<file path="src/rtl/sprite_compositor.sv">
// sprite_compositor: overlays one solid rectangular sprite on a solid background, 2-stage ce-gated pipeline
// Ports: clk_rgb/rst_n/ce clock, async reset and pixel enable; x/y/hs/vs/de raster inputs;
//        sprite_x/sprite_y/sprite_color/upd_valid double-buffered sprite update, upd_ack on apply;
//        bg_color live background; frame_start on vs onset; rgb/hs_out/vs_out/de_out delayed by 2 ce cycles.
module sprite_compositor #(
  parameter int X_WIDTH           = 10,
  parameter int Y_WIDTH           = 10,
  parameter int SPRITE_W          = 16,
  parameter int SPRITE_H          = 16,
  parameter int COLOR_WIDTH       = 24,
  parameter bit VER_SYNC_POLARITY = 1'b0,
  parameter bit HOR_SYNC_POLARITY = 1'b0
) (
  input  logic                   clk_rgb,
  input  logic                   rst_n,
  input  logic                   ce,
  input  logic [X_WIDTH-1:0]     x,
  input  logic [Y_WIDTH-1:0]     y,
  input  logic                   hs,
  input  logic                   vs,
  input  logic                   de,
  input  logic [X_WIDTH-1:0]     sprite_x,
  input  logic [Y_WIDTH-1:0]     sprite_y,
  input  logic [COLOR_WIDTH-1:0] sprite_color,
  input  logic [COLOR_WIDTH-1:0] bg_color,
  input  logic                   upd_valid,
  output logic                   upd_ack,
  output logic                   frame_start,
  output logic [COLOR_WIDTH-1:0] rgb,
  output logic                   hs_out,
  output logic                   vs_out,
  output logic                   de_out
);
  localparam logic [X_WIDTH:0] SW = (X_WIDTH+1)'(SPRITE_W);
  localparam logic [Y_WIDTH:0] SH = (Y_WIDTH+1)'(SPRITE_H);
  logic [X_WIDTH-1:0]     r_act_x, r_pend_x;
  logic [Y_WIDTH-1:0]     r_act_y, r_pend_y;
  logic [COLOR_WIDTH-1:0] r_act_c, r_pend_c;
  logic                   r_pend, r_vs_prev;
  logic                   r_hit_x, r_hit_y, r_hs, r_vs, r_de;
  logic                   w_onset, w_apply, w_hit_x, w_hit_y;
  assign w_onset = ce && (vs == VER_SYNC_POLARITY) && (r_vs_prev != VER_SYNC_POLARITY);
  assign w_apply = w_onset && (upd_valid || r_pend);
  // one extra bit so the right/bottom edge never wraps back to column/row 0
  assign w_hit_x = ({1'b0, x} >= {1'b0, r_act_x}) && ({1'b0, x} < {1'b0, r_act_x} + SW);
  assign w_hit_y = ({1'b0, y} >= {1'b0, r_act_y}) && ({1'b0, y} < {1'b0, r_act_y} + SH);
  always_ff @(posedge clk_rgb or negedge rst_n)
    if (!rst_n) begin
      r_act_x     <= '0;
      r_act_y     <= '0;
      r_act_c     <= '0;
      r_pend_x    <= '0;
      r_pend_y    <= '0;
      r_pend_c    <= '0;
      r_pend      <= 1'b0;
      r_vs_prev   <= ~VER_SYNC_POLARITY;
      r_hit_x     <= 1'b0;
      r_hit_y     <= 1'b0;
      r_hs        <= ~HOR_SYNC_POLARITY;
      r_vs        <= ~VER_SYNC_POLARITY;
      r_de        <= 1'b0;
      rgb         <= '0;
      hs_out      <= ~HOR_SYNC_POLARITY;
      vs_out      <= ~VER_SYNC_POLARITY;
      de_out      <= 1'b0;
      upd_ack     <= 1'b0;
      frame_start <= 1'b0;
    end else begin
      frame_start <= w_onset;
      upd_ack     <= w_apply;
      // an update arriving on the onset cycle itself goes straight to the active set
      if (w_apply) begin
        r_act_x <= upd_valid ? sprite_x : r_pend_x;
        r_act_y <= upd_valid ? sprite_y : r_pend_y;
        r_act_c <= upd_valid ? sprite_color : r_pend_c;
        r_pend  <= 1'b0;
      end else if (upd_valid) begin
        r_pend_x <= sprite_x;
        r_pend_y <= sprite_y;
        r_pend_c <= sprite_color;
        r_pend   <= 1'b1;
      end
      if (ce) begin
        r_vs_prev <= vs;
        r_hit_x   <= w_hit_x;
        r_hit_y   <= w_hit_y;
        r_hs      <= hs;
        r_vs      <= vs;
        r_de      <= de;
        rgb       <= !r_de ? '0 : (r_hit_x && r_hit_y) ? r_act_c : bg_color;
        hs_out    <= r_hs;
        vs_out    <= r_vs;
        de_out    <= r_de;
      end
    end
endmodule

</file>
<file path="config.mk">
export PLATFORM = sky130hd
export DESIGN_NAME = sprite_compositor
export DESIGN_NICKNAME = d
export VERILOG_FILES = /design/src/rtl/sprite_compositor.sv
export SDC_FILE = /design/constraint.sdc
export NUM_CORES = 1
export LEC_CHECK = 0
export CAP_MARGIN = 20
export CELL_PAD_IN_SITES_DETAIL_PLACEMENT = 2
export CELL_PAD_IN_SITES_GLOBAL_PLACEMENT = 2
export CORE_AREA = 2 2 172 106
export CTS_BUF_LIST = sky130_fd_sc_hd__clkbuf_4 sky130_fd_sc_hd__clkbuf_8 sky130_fd_sc_hd__clkbuf_16
export DETAILED_ROUTE_END_ITERATION = 16
export DIE_AREA = 0 0 174 108
export PLACE_DENSITY_LB_ADDON = 0.3
export SYNTH_ARGS = -nofsm -noshare
export SYNTH_HDL_FRONTEND = slang
export SYNTH_SLANG_ARGS = --single-unit
export TNS_END_PERCENT = 20
</file>
<file path="constraint.sdc">
create_clock -name clk_rgb -period 3.8 [get_ports clk_rgb]
set_input_delay 0.38 -clock clk_rgb [delete_from_list [all_inputs] [get_ports clk_rgb]]
set_output_delay 0.38 -clock clk_rgb [all_outputs]
set_load 0.005 [all_outputs]
</file>
; Yosys cells after proc, flatten, opt, wreduce, memory -nomap -nowiden
; Cells that the tools add are included.
[word_totals]
register_bits = 123
in_bits = 95
output_inout_bits = 29
word_cells = 40
[classes]
add_sub_neg = 2
order_cmp = 4
n_mux = 7
bitwise_logic = 1
reduce_logical = 8
[ops]
columns = cell, n
row1 = $mux 24, 3
row2 = $add 10x5->11 const B, 2
row3 = $lt 10x11->1, 2
row4 = $ge 10x10->1, 2
row5 = $mux 10, 2
row6 = $logic_and 1x1->1, 6
row7 = $mux 1, 2
row8 = $reduce_bool 2->1, 1
row9 = $logic_or 1x1->1, 1
row10 = $not 1->1, 1

; Depth between registers and ports, before layout
[logic_depth]
depth_word = 5
mapped_depth = 9
ltp_nobuf = 9

; Worst setup path after synthesis
; Ideal clock, no wire load.
[synth_path]
path_type = register to register
startpoint = reg r_act_x[6]
endpoint = reg r_hit_x
setup_time_ns = 0.094
arrival_time_ns = 1.580
required_time_ns = 3.706
slack_ns = 2.126
path_stages_with_launch = 10
n_path_buf = 0
synth_period_minus_slack_ns = 1.674
path_cell_list = dfrtp_1 and3_1 nand3_1 xnor2_1 ha_1 a21oi_1 a32oi_1 nand2_1 o21ai_0 a211oi_1
[synth_via]
elab_chain_cells = 3
elab_cells_between_ends = 4
cone_classes = add/sub (1) / order compare (2) / reduce/logical (1)
[synth_lines]
columns = item, line_no
row1 = from (decl), 36  ; logic [X_WIDTH-1:0] r_act_x, r_pend_x;
row2 = from (signal assigned), 73  ; r_act_x <= upd_valid ? sprite_x : r_pend_x;
row3 = $add 10x5->11, 45  ; assign w_hit_x = ({1'b0, x} >= {1'b0, r_act_x}) && ({1'b0, x} < {1'b0, r_act_x} + SW);
row4 = $lt 10x11->1, 45
row5 = $logic_and 1x1->1 *, 45
row6 = to (signal assigned), 85  ; r_hit_x <= w_hit_x;
row7 = to (decl), 40  ; logic r_hit_x, r_hit_y, r_hs, r_vs, r_de;
; Mark *: on every way between the ends. The rest lies on a longest branch, timed or not.
; A chain may end at the register's enable or synchronous reset.

; Final worst setup path
[layout_path]
startpoint = reg r_act_y[6]
endpoint = reg r_hit_y
[layout_via]
elab_chain_cells = 3
elab_cells_between_ends = 4
cone_classes = add/sub (1) / order compare (2) / reduce/logical (1)
[layout_lines]
columns = item, line_no
row1 = from (decl), 37  ; logic [Y_WIDTH-1:0] r_act_y, r_pend_y;
row2 = from (signal assigned), 74  ; r_act_y <= upd_valid ? sprite_y : r_pend_y;
row3 = $add 10x5->11, 46  ; assign w_hit_y = ({1'b0, y} >= {1'b0, r_act_y}) && ({1'b0, y} < {1'b0, r_act_y} + SH);
row4 = $lt 10x11->1, 46
row5 = $logic_and 1x1->1 *, 46
row6 = to (signal assigned), 86  ; r_hit_y <= w_hit_y;
row7 = to (decl), 40
; Marks and branches as above.

==> metrics <==
Clock Power Share=around 36%; largest area contributor in the netlist=dfrtp_1; Yosys reg bits=123; Num CTS Buffers=17; clock net sink count=between 100 and 150; Detail Route Antenna Nets=0; syn_nets=a little under 700; PostCTS Resize Cnt=0; crit-path max FO=6; part of the Yosys area used for sequential elements=50.4%; Clock Tree Buf Depth=2; top post-synthesis cells by area=dfrtp_1 49%, mux2i_1 11%, mux2_2 8.3%, ha_1 7.0%, a21oi_1 4.7%; Hold WS=~0.020 ns; # nets final=roughly 800; Crit path required time=~4 ns; Reg2Reg Capture Point=r_hit_y; first-pass GRT wire length=approximately 30000 um; sequential power share=38.4%; Pint=3.11 mW; synthesis-to-finish area growth=33.3%; initial antenna violation count=0; Worst Setup SP=r_act_y[6]; share of cells above drive strength 1=between 10% and 20%; Routed WL=between 15000 and 20000 um; post-synth cell types=31; Crit path depth=9; number of global-route vias before repair=about 5500; max incr delay on CP=just under 0.5 ns; worst-margin pin slew=~1.0 ns; Clock Latency Late Sink=around 0.41 ns; period utilisation layout=59.0%; worst r2r src=r_act_y[6]; Fillers=roughly 1800; clock skew=around 0.016 ns; clock root buffer master=clkbuf_16; setup bufs post-CTS=0; Final Instance Area=slightly above 0.008 mm2; GRT Total Usage=20.8%; Die H=108 um; crit end category=flip-flop; placed wire-length estimate=about 13000 um; Net Sw Power=1.42 mW; Syn. warnings=0; Pwr Total=between 4 and 5 mW; status=finished clean; Avg Synthesized Cell Area=~11 um2; DR vias=about 4600; worst setup path end=r_hit_y; final-report max-slew violation count=0; hold-fix buffer count after cts=0; Tmin final=2.24 ns; Initial Util=between 30 and 40%; drc violations=0; DR WL/cell=between 20 and 25 um; row count=37; number of DRC markers in iteration 0=between 150 and 200; gpl congestion=about 0.77; relative slew slack=29.9%; Max Fclk=0.446 GHz; P_leak=roughly 3.8 nW; Slowest cell on crit path=dfrtp_1; CP startpoint kind=flip-flop; core area=0.0170 mm2; Setup TNS=0 ns; Worst Hold Class=in -> async; H-Tree Depth=4; Ant. Diodes=0; Critical path buffers and inverters=0; drt first pass iters=6; largest net degree at the start of global routing=124; Max Cap Viol=0; kind of critical path=reg -> reg; width of the die=~170 um; port buffer count=approximately 120; kind of cell adding the most delay to the critical path=compound AO/OA/AOI/OAI gates; CP cell instances=and3_1 -> nand3_1 -> xnor2_1 -> ha_1 -> a21oi_1 -> a32oi_1 -> nand2_1 -> o21ai_0 -> a211oi_1; Via density=around 5.1; I/O Pins=between 100 and 150; grt total ovfl=0; flop-to-flop setup slack=between 1.5 and 2 ns; Post-DP Area=between 0.007 and 0.008 mm2; Arrival @ worst endpoint=2.54 ns; Final Hold Violating Endpoints=0; Synth top area share=between 40% and 50%; die area=approximately 0.019 mm2; Reg clk slew, reported paths=~0.060 ns; TritonCTS clock tree=built; RSZ-0062 raised after global routing=false; # setup viols final=0; maximum VDD drop=0.255 mV; Syn Std Cell Area=about 0.0061 mm2; fraction of power spent switching nets=31.3%; Synth Instances=around 550; R2R cell count=9; Comb pwr share=approximately 26%; PwrDens=about 550 mW/mm2
[registers in the layout, indices dropped and copies added, names as in the netlist]
name,flops
r_act_c,24
r_pend_c,24
rgb,24
r_act_x,10
r_act_y,10
r_pend_x,10
r_pend_y,10
de_out,1
frame_start,1
hs_out,1
r_de,1
r_hit_x,1
r_hit_y,1
r_hs,1
r_pend,1
r_vs_prev,1
upd_ack,1
vs_out,1
[per-stage QoR]
| step | std cells | setup slack, ns | utilization (%) |
|---|---|---|---|
| 6_report | 914 | 1.56 | 47.8 |
| 5_1_grt | 914 | 1.35 | 47.8 |
| 3_3_place_gp | 883 | 1.43 | 44.4 |
| 2_1_floorplan | 545 | 2.13 | - |
| 4_1_cts | 914 | 1.54 | 47.8 |
| 3_5_place_dp | 883 | 1.34 | 44.4 |
[worst min-delay path by stage]
| stage | to | slack, ns | cells after the start |
|---|---|---|---|
| finish | r_act_y[6] | 0.02 | 2 |
| global route | r_act_y[6] | 0.09 | 2 |
| CTS | r_act_y[6] | 0.1 | 2 |
| detailed placement | vs_out | 0.47 | 2 |
| global placement | vs_out | 0.47 | 2 |
| floorplan | de_out | 0.08 | 0 |
[cell usage in the layout, fill, tap and decap left out, types with 3 or more instances in the layout]
master,count
dfrtp_1,119
ha_1,34
nand2_1,9
clkbuf_16,17
clkinvlp_4,3
mux2i_1,68
a211oi_1,4
o22ai_1,24
a21o_1,4
inv_6,4
clkdlybuf4s50_1,120
mux2_1,3
clkinv_4,4
nand4_1,4
nand3_1,8
dfstp_2,4
nor2_1,47
xnor2_1,8
buf_4,7
nand2b_1,6
a21oi_1,58
inv_1,48
o21ai_0,8
mux2_2,45
[layout make-up]
| cell class | count | area, um2 | area share (%) |
|---|---|---|---|
| timing repair buffer | 130 | 1280 | 15.7 |
| inverter | 48 | 180 | 2.21 |
| multi-input combinational | 348 | 2720 | 33.4 |
| tap | 234 | 293 | 3.59 |
| clock buffer | 17 | 425 | 5.22 |
| sequential | 123 | 3080 | 37.8 |
| clock inverter | 14 | 164 | 2.01 |
[power groups by stage]
stage	Clock [mW]	Sequential [mW]	Combinational, mW
finish	1.63	1.73	1.15
global route	1.72	1.77	1.30
CTS	1.67	1.74	1.18
detailed placement	0	1.75	1.16
global placement	0	1.73	1.06
floorplan	0	1.69	0.704
[layer usage]
| layer | wire length, um | GRT usage [%] |
|---|---|---|
| met4 | 281 | 7.02 |
| met5 | 0 | 0 |
| met1 | 8530 | 26.4 |
| met3 | 632 | 4.36 |
| met2 | 9170 | 35.9 |
[worst register-to-register path: stages (launching register included)]
cell and delay [ns]:
dfrtp_1 0.49, and3_1 0.29, nand3_1 0.13, xnor2_1 0.15, ha_1 0.32, a21oi_1 0.25
a32oi_1 0.09, nand2_1 0.09, o21ai_0 0.09, a211oi_1 0.22
[cells in the mapped netlist]
cell type  number
nand2b_1        6
a21o_1          4
dfrtp_1       119
buf_2          15
o22ai_1        24
a211o_1         2
mux2_2         45
a211oi_1        4
nand2_1         9
o31ai_1         2
nand4_1         4
nor3_4          1
clkbuf_1        5
inv_1          48
xnor2_1         8
nor2b_1         2
o21ai_0         8
a32oi_1         2
ha_1           34
dfstp_2         4
nand3_1         8
a21oi_1        58
mux2_1          3
and4_1          2
nor2_1         47
and3_1          2
a31oi_1         2
o21ai_2         1
buf_4           6
mux2i_1        68
o21a_1          2
[kinds of logic after synthesis]
kind of cell / count (synthesis) / share of synthesized area (%)
flops: 123 / 50.4
mux: 116 / 20.0
compound gates: 109 / 10.2
simple gates: 81 / 6.07
buf+inv: 74 / 5.22
fa+ha+maj: 34 / 6.95
xor+xnor: 8 / 1.15
Power figures use the tool's default switching activity.
